### config.mk
export PLATFORM = sky130hd
export DESIGN_NAME = pong_game_ctrl
export DESIGN_NICKNAME = d
export VERILOG_FILES = /design/src/rtl/pong_game_ctrl.sv
export SDC_FILE = /design/constraint.sdc
export NUM_CORES = 1
export LEC_CHECK = 0
export CAP_MARGIN = 20
export CELL_PAD_IN_SITES_DETAIL_PLACEMENT = 1
export CELL_PAD_IN_SITES_GLOBAL_PLACEMENT = 1
export CORE_UTILIZATION = 42
export DETAILED_ROUTE_END_ITERATION = 10
export PLACE_DENSITY = 0.79
export SYNTH_ARGS = -nofsm -noshare
export SYNTH_HDL_FRONTEND = slang
export SYNTH_SLANG_ARGS = --single-unit
### constraint.sdc
create_clock -name clk -period 4.49 [get_ports clk]
set_input_delay 0.898 -clock clk [delete_from_list [all_inputs] [get_ports clk]]
set_output_delay 0.898 -clock clk [all_outputs]
set_load 0.005 [all_outputs]
### src/rtl/pong_game_ctrl.sv
`timescale 1ns/1ps
// Pong game-state sequencer: one update tick per frame in vertical blanking drives
// paddle/ball physics, scoring and the idle/serve/play/score/over state machine.
// Positions only move on the tick, so each visible frame is drawn from stable values.
module pong_game_ctrl #(
  parameter int H_ACTIVE     = 640,
  parameter int V_ACTIVE     = 480,
  parameter int PAD_H        = 64,
  parameter int PAD_W        = 8,
  parameter int PAD_X1       = 16,
  parameter int PAD_X2       = 616,
  parameter int BALL_SZ      = 8,
  parameter int PAD_SPEED    = 4,
  parameter int BALL_SPEED   = 2,
  parameter int SERVE_FRAMES = 60,
  parameter int WIN_SCORE    = 9
) (
  input  logic       clk,
  input  logic       rst,
  input  logic [9:0] hpos,
  input  logic [9:0] vpos,
  input  logic       btn_p1_up,
  input  logic       btn_p1_dn,
  input  logic       btn_p2_up,
  input  logic       btn_p2_dn,
  input  logic       btn_start,
  output logic       frame_tick,
  output logic [9:0] ball_x,
  output logic [9:0] ball_y,
  output logic [9:0] pad1_y,
  output logic [9:0] pad2_y,
  output logic [3:0] score1,
  output logic [3:0] score2,
  output logic [2:0] game_state
);

  typedef enum logic [2:0] {
    ST_IDLE  = 3'd0,
    ST_SERVE = 3'd1,
    ST_PLAY  = 3'd2,
    ST_SCORE = 3'd3,
    ST_OVER  = 3'd4
  } state_t;

  localparam int CNT_W = $clog2(SERVE_FRAMES + 1);

  // 11-bit versions for comparisons, so sums past 1023 never wrap
  localparam logic [10:0] W_H    = 11'(H_ACTIVE);
  localparam logic [10:0] W_V    = 11'(V_ACTIVE);
  localparam logic [10:0] W_SZ   = 11'(BALL_SZ);
  localparam logic [10:0] W_SPD  = 11'(BALL_SPEED);
  localparam logic [10:0] W_PH   = 11'(PAD_H);
  localparam logic [10:0] W_X1W  = 11'(PAD_X1 + PAD_W);
  localparam logic [10:0] W_X2   = 11'(PAD_X2);
  localparam logic [10:0] W_PSP  = 11'(PAD_SPEED);
  localparam logic [10:0] W_PMAX = 11'(V_ACTIVE - PAD_H);

  // 10-bit values that are loaded into position registers
  localparam logic [9:0] N_SPD  = 10'(BALL_SPEED);
  localparam logic [9:0] N_PSP  = 10'(PAD_SPEED);
  localparam logic [9:0] N_PMAX = 10'(V_ACTIVE - PAD_H);
  localparam logic [9:0] N_YMAX = 10'(V_ACTIVE - BALL_SZ);
  localparam logic [9:0] N_X1W  = 10'(PAD_X1 + PAD_W);
  localparam logic [9:0] N_XR   = 10'(PAD_X2 - BALL_SZ);
  localparam logic [9:0] N_BX0  = 10'(H_ACTIVE / 2 - BALL_SZ / 2);
  localparam logic [9:0] N_BY0  = 10'(V_ACTIVE / 2 - BALL_SZ / 2);
  localparam logic [9:0] N_PY0  = 10'(V_ACTIVE / 2 - PAD_H / 2);
  localparam logic [9:0] N_VACT = 10'(V_ACTIVE);
  localparam logic [3:0] N_WIN  = 4'(WIN_SCORE);
  localparam logic [CNT_W-1:0] N_SERVE_LAST = CNT_W'(SERVE_FRAMES - 1);

  state_t           state_q, state_d;
  logic             frame_tick_q, frame_tick_d;
  logic [9:0]       ball_x_q, ball_x_d;
  logic [9:0]       ball_y_q, ball_y_d;
  logic [9:0]       pad1_y_q, pad1_y_d;
  logic [9:0]       pad2_y_q, pad2_y_d;
  logic [3:0]       score1_q, score1_d;
  logic [3:0]       score2_q, score2_d;
  logic             dx_left_q, dx_left_d;
  logic             dy_up_q, dy_up_d;
  logic [CNT_W-1:0] serve_cnt_q, serve_cnt_d;
  logic             start_prev_q, start_prev_d;
  logic             p1_scored_q, p1_scored_d;

  logic             start_edge;
  logic [10:0]      bx, by, p1w, p2w;
  logic [9:0]       pad1_nx, pad2_nx, ball_x_nx, ball_y_nx;
  logic             dx_left_nx, dy_up_nx;
  logic             hit_l, hit_r, miss_l, miss_r;
  logic [3:0]       score1_inc, score2_inc;

  // One paddle step: exactly one button moves it, clamped to the screen
  function automatic logic [9:0] pad_step(input logic [9:0] y, input logic up, input logic dn);
    logic [10:0] yw;
    yw       = {1'b0, y};
    pad_step = y;
    if (up && !dn) begin
      pad_step = (yw < W_PSP) ? 10'd0 : y - N_PSP;
    end else if (dn && !up) begin
      pad_step = (yw + W_PSP > W_PMAX) ? N_PMAX : y + N_PSP;
    end
  endfunction

  // Candidate physics results, all computed from the current (pre-tick) positions
  always_comb begin
    bx  = {1'b0, ball_x_q};
    by  = {1'b0, ball_y_q};
    p1w = {1'b0, pad1_y_q};
    p2w = {1'b0, pad2_y_q};

    pad1_nx = pad_step(pad1_y_q, btn_p1_up, btn_p1_dn);
    pad2_nx = pad_step(pad2_y_q, btn_p2_up, btn_p2_dn);

    ball_y_nx = ball_y_q;
    dy_up_nx  = dy_up_q;
    if (dy_up_q) begin
      if (by < W_SPD) begin
        ball_y_nx = 10'd0;
        dy_up_nx  = 1'b0;
      end else begin
        ball_y_nx = ball_y_q - N_SPD;
      end
    end else begin
      if (by + W_SZ + W_SPD > W_V) begin
        ball_y_nx = N_YMAX;
        dy_up_nx  = 1'b1;
      end else begin
        ball_y_nx = ball_y_q + N_SPD;
      end
    end

    // bx - speed < edge is rewritten as bx < edge + speed to avoid underflow
    hit_l  = dx_left_q && (bx >= W_X1W) && (bx < W_X1W + W_SPD) &&
             (by + W_SZ > p1w) && (by < p1w + W_PH);
    hit_r  = !dx_left_q && (bx + W_SZ <= W_X2) && (bx + W_SZ + W_SPD > W_X2) &&
             (by + W_SZ > p2w) && (by < p2w + W_PH);
    miss_l = dx_left_q && (bx < W_SPD);
    miss_r = !dx_left_q && (bx + W_SZ + W_SPD > W_H);

    ball_x_nx  = ball_x_q;
    dx_left_nx = dx_left_q;
    if (hit_l) begin
      ball_x_nx  = N_X1W;
      dx_left_nx = 1'b0;
    end else if (hit_r) begin
      ball_x_nx  = N_XR;
      dx_left_nx = 1'b1;
    end else if (dx_left_q) begin
      ball_x_nx = ball_x_q - N_SPD;
    end else begin
      ball_x_nx = ball_x_q + N_SPD;
    end

    score1_inc = (score1_q == N_WIN) ? score1_q : score1_q + 4'd1;
    score2_inc = (score2_q == N_WIN) ? score2_q : score2_q + 4'd1;
  end

  // Next-state logic: physics commits only on the tick; SCORE resolves on the next clock
  always_comb begin
    state_d      = state_q;
    ball_x_d     = ball_x_q;
    ball_y_d     = ball_y_q;
    pad1_y_d     = pad1_y_q;
    pad2_y_d     = pad2_y_q;
    score1_d     = score1_q;
    score2_d     = score2_q;
    dx_left_d    = dx_left_q;
    dy_up_d      = dy_up_q;
    serve_cnt_d  = serve_cnt_q;
    p1_scored_d  = p1_scored_q;
    start_prev_d = btn_start;
    frame_tick_d = (vpos == N_VACT) && (hpos == 10'd0);
    start_edge   = btn_start & ~start_prev_q;

    case (state_q)
      // start is a one-cycle edge, so it is honoured on any cycle rather than only on a tick
      ST_IDLE: begin
        ball_x_d  = N_BX0;
        ball_y_d  = N_BY0;
        pad1_y_d  = N_PY0;
        pad2_y_d  = N_PY0;
        dx_left_d = 1'b0;
        dy_up_d   = 1'b0;
        if (start_edge) begin
          state_d     = ST_SERVE;
          score1_d    = 4'd0;
          score2_d    = 4'd0;
          serve_cnt_d = '0;
        end
      end
      ST_SERVE: begin
        if (frame_tick_q) begin
          pad1_y_d = pad1_nx;
          pad2_y_d = pad2_nx;
          ball_x_d = N_BX0;
          ball_y_d = N_BY0;
          dy_up_d  = 1'b0;
          if (serve_cnt_q == N_SERVE_LAST) begin
            state_d     = ST_PLAY;
            serve_cnt_d = '0;
          end else begin
            serve_cnt_d = serve_cnt_q + CNT_W'(1);
          end
        end
      end
      ST_PLAY: begin
        if (frame_tick_q) begin
          pad1_y_d = pad1_nx;
          pad2_y_d = pad2_nx;
          // a paddle hit always wins over a miss; on a miss the ball stays where it is
          if (!hit_l && !hit_r && (miss_l || miss_r)) begin
            state_d     = ST_SCORE;
            p1_scored_d = miss_r;
          end else begin
            ball_x_d  = ball_x_nx;
            ball_y_d  = ball_y_nx;
            dx_left_d = dx_left_nx;
            dy_up_d   = dy_up_nx;
          end
        end
      end
      ST_SCORE: begin
        serve_cnt_d = '0;
        // next serve heads toward whoever conceded
        if (p1_scored_q) begin
          score1_d  = score1_inc;
          dx_left_d = 1'b0;
          state_d   = (score1_inc == N_WIN) ? ST_OVER : ST_SERVE;
        end else begin
          score2_d  = score2_inc;
          dx_left_d = 1'b1;
          state_d   = (score2_inc == N_WIN) ? ST_OVER : ST_SERVE;
        end
        if (state_d == ST_SERVE) begin
          ball_x_d = N_BX0;
          ball_y_d = N_BY0;
          dy_up_d  = 1'b0;
        end
      end
      ST_OVER: begin
        if (start_edge) begin
          state_d     = ST_SERVE;
          score1_d    = 4'd0;
          score2_d    = 4'd0;
          ball_x_d    = N_BX0;
          ball_y_d    = N_BY0;
          dx_left_d   = 1'b0;
          dy_up_d     = 1'b0;
          serve_cnt_d = '0;
        end
      end
      default: state_d = ST_IDLE;
    endcase
  end

  // State registers with asynchronous reset to the centred idle position
  always_ff @(posedge clk or posedge rst) begin
    if (rst) begin
      state_q      <= ST_IDLE;
      frame_tick_q <= 1'b0;
      ball_x_q     <= N_BX0;
      ball_y_q     <= N_BY0;
      pad1_y_q     <= N_PY0;
      pad2_y_q     <= N_PY0;
      score1_q     <= 4'd0;
      score2_q     <= 4'd0;
      dx_left_q    <= 1'b0;
      dy_up_q      <= 1'b0;
      serve_cnt_q  <= '0;
      start_prev_q <= 1'b0;
      p1_scored_q  <= 1'b0;
    end else begin
      state_q      <= state_d;
      frame_tick_q <= frame_tick_d;
      ball_x_q     <= ball_x_d;
      ball_y_q     <= ball_y_d;
      pad1_y_q     <= pad1_y_d;
      pad2_y_q     <= pad2_y_d;
      score1_q     <= score1_d;
      score2_q     <= score2_d;
      dx_left_q    <= dx_left_d;
      dy_up_q      <= dy_up_d;
      serve_cnt_q  <= serve_cnt_d;
      start_prev_q <= start_prev_d;
      p1_scored_q  <= p1_scored_d;
    end
  end

  assign frame_tick = frame_tick_q;
  assign ball_x     = ball_x_q;
  assign ball_y     = ball_y_q;
  assign pad1_y     = pad1_y_q;
  assign pad2_y     = pad2_y_q;
  assign score1     = score1_q;
  assign score2     = score2_q;
  assign game_state = state_q;

endmodule

==> results.md <==
- Run status: finished clean
- Worst setup path class: reg2reg
- Drt first pass iters: 4
- Pre-CTS setup slack: roughly 0.26 ns
- Worst EP required: 4.69 ns
- Die area: between 10000 and 15000 sq um
- H-tree levels: 2
- FFs w/ async S/R, synth: 100%
- Worst Max-Slew Pin Slew: between 0.8 and 0.9 ns
- Antenna viol nets, final: 0
- Post-synthesis register bit count: 56
- Sequential-to-total area share from yosys stat: about a quarter
- Yosys cell types: 72
- Synthesized area: approximately 6000 sq um
- Final setup fails: 0
- Leakage power total: 2.91 nW
- Yosys synthesis warning count: 0
- Layout Nets: a little over 900
- # port buffers: 72
- Number of global-route vias before repair: ~6600
- Synth top area share: 16.6%
- Clock skew: between 0.006 and 0.007 ns
- Clk sinks: between 50 and 60
- Crit Path Max Fanout: 12
- Clock tree buffer depth: 2
- Final Util: about half
- Top post-synthesis cells by count: 79 x nor2_1, 75 x o21ai_0, 63 x nand2_1, 57 x ha_1, 50 x a21oi_1
- Crit path launch type: register
- Post-synthesis xor/xnor area fraction: around 4.4%
- Largest net degree at the start of global routing: 33
- Post-synth EDFFs: 0
- Initial DRC count: between 300 and 400
- Max Cap Viol: 0
- Diode count: 0
- Crit path capture type: register
- Die H: about 120 um
- GR Util All Layers: 27.3%
- Num rows: between 40 and 50
- Post-Synthesis Cells: just under 800
- Antenna violations before repair: 1
- Area leader, netlist: dfrtp_1
- Fin worst setup slack: 0.431 ns
- Die W: 122 um
- Post-synthesis mux area share: roughly 1.1%
- DRC viols: 0
- Post-DP HPWL: about 15000 um
- Arr. time, crit path: 4.26 ns
- # hold bufs at CTS: 0
- Slew margin rel.: between 40% and 50%
- Area delta synth->final: 16.4%
- Root buffer cell: clkbuf_16
- Routed WL: 19400 um
- Setup bufs post-CTS: 0
- Largest family of logic cells by synthesized area: compound AO/OA/AOI/OAI gates
- CTS buffer count: 5
- Main synth FF type: dfrtp_1
- Most common cell in the synthesized netlist: nor2_1
- Drt via density: 6.15
- Worst hold path class: reg2reg
- FILL cells: around 1700
- Adder-Cell Fraction of Synth Area: between 10% and 20%
- Worst vdd ir: 0.250 mV
- Layout cells sized above 1: just over 6%
- Post-DR wirelength/cell: around 19 um
- Global-route wire length before repair: roughly 32000 um
- Vias: between 6000 and 7000
- Placeable Area: around 14000 sq um
- Tcrit/Tclk final: between 90% and 100%
- Avg Cell Area, Syn: ~7.6 sq um
- Reg2reg setup slack: 0.43 ns
- Starting Density: between 40 and 50%
- Slew Limit Fails: 0
- Fmax achieved: 246 MHz
- Io pins: 79
- CTS tree: built
- Clk slew on worst S/H paths: 0.08 ns
- Number of gates resized after cts: 0
- Synth Area in Compound Gates: between 20% and 30%
- Setup TNS: 0 ns
- Hold violation count in the final report: 0
- Grt ovf: 0
- Worst skew pair latency: between 0.3 and 0.4 ns
- Shortest period the worst path allows: between 4 and 5 ns
- RSZ-0062 raised after global routing: no
- Synth area leaders: dfrtp_1 17%, ha_1 12%, dfstp_2 7.0%, o21ai_0 6.2%, nor2_1 4.9%
- Placer Congestion: ~0.88
- PwrDens: 545 nW/um^2
- Post-synthesis simple-gate area fraction: 26.1%
[per-layer routing]
metal,wire length (um),vias to the layer above,share of wire [%],GRT usage (%)
met4,342,0,1.8,10.3
met1,8720,3146,45,33.4
li1,-,3020,-,-
met3,533,28,2.7,3.28
met5,0,-,0,0
met2,9810,99,51,48.6
[where the power goes]
group          switching, mW  internal, mW
registers              0.350         0.663
clock network          0.210         0.266
logic                   1.31          1.02
total                   1.87          1.95
[worst paths after layout]
kind                       depth (start not counted)              to      startpoint
max                                               14       ball_y[1]       ball_y[5]
min                                                1  serve_cnt_q[5]  serve_cnt_q[5]
max reg2reg                                       14       ball_y[1]       ball_y[5]
min reg2reg                                        1  serve_cnt_q[5]  serve_cnt_q[5]
max in group asynchronous                          3       pad1_y[6]             rst
min in group asynchronous                          2       score1[1]             rst
[cells by family (layout without fill, tap and decap cells)]
group,after synthesis,after routing
AO/OA/AOI/OAI,243,243
XOR/XNOR,30,30
adder cells (fa/ha/maj),57,57
buffers and inverters,90,133
flip-flops,56,56
multiplexers,6,6
other,1,6
AND/OR/NAND/NOR,313,313
[cell usage in the layout (no fill, tap or decap), types with 5 or more instances in the layout]
cell             instances
nor2_1                  79
o21ai_0                 75
clkdlybuf4s50_1         72
nand2_1                 63
ha_1                    57
a21oi_1                 50
dfrtp_1                 40
inv_1                   38
nand3_1                 36
nor3_1                  24
xnor2_1                 21
and3_1                  16
nand2b_1                16
nand4_1                 16
dfstp_2                 16
nor2b_1                 13
buf_4                   13
a31oi_1                 11
nor4_1                  10
or3_1                    9
xor2_1                   9
a211oi_1                 9
a21o_1                   8
o211ai_1                 8
o22ai_1                  8
nand3b_1                 6
o31ai_1                  6
a22o_1                   6
conb_1                   6
a2111oi_0                5
a41oi_1                  5
a21boi_0                 5
a221oi_1                 5
o41ai_1                  5
or2_2                    5
clkbuf_16                5
[critical path, stage by stage, from the launching register on]
cell	delay (ns)
dfstp_2	0.68
and3_1	0.21
and3_1	0.24
xor2_1	0.38
ha_1	0.33
nand3_1	0.12
nor2_1	0.07
a2111oi_0	0.38
a41oi_1	0.10
o221ai_1	0.32
nand2_1	0.25
o31ai_4	0.33
buf_4	0.21
nor3b_1	0.06
mux2_2	0.28
[flip-flops by register name (all words and copies together), names as in the netlist]
| name | flops |
|---|---|
| dx_left_q | 1 |
| frame_tick | 1 |
| pad2_y | 8 |
| pad1_y | 8 |
| score1 | 4 |
| dy_up_q | 1 |
| ball_x | 9 |
| p1_scored_q | 1 |
| start_prev_q | 1 |
| serve_cnt_q | 6 |
| ball_y | 9 |
| score2 | 4 |
| game_state | 3 |
[cell type report]
cell class | count | area [sq um] | area share (%)
Clock buffer | 5 | 125 | 1.78
Clock inverter | 3 | 46.3 | 0.660
Inverter | 40 | 150 | 2.14
Multi-Input combinational cell | 655 | 4230 | 60.3
Sequential cell | 56 | 1420 | 20.3
Tap cell | 180 | 225 | 3.21
Timing Repair Buffer | 85 | 818 | 11.7
[through the flow]
stage / power [mW] / std cells / hold WS (ns) / cell area (sq um)
2_1_floorplan: 2.51 / 801 / 0.450 / 6050
5_1_grt: 4.15 / 1024 / 0.570 / 7020
4_1_cts: 3.79 / 1021 / 0.507 / 6990
6_report: 3.82 / 1024 / 0.502 / 7020
3_5_place_dp: 3.30 / 1013 / 0.493 / 6820
3_3_place_gp: 3.20 / 1013 / 0.488 / 6820
No activity file was read; power rests on OpenSTA's default activity.
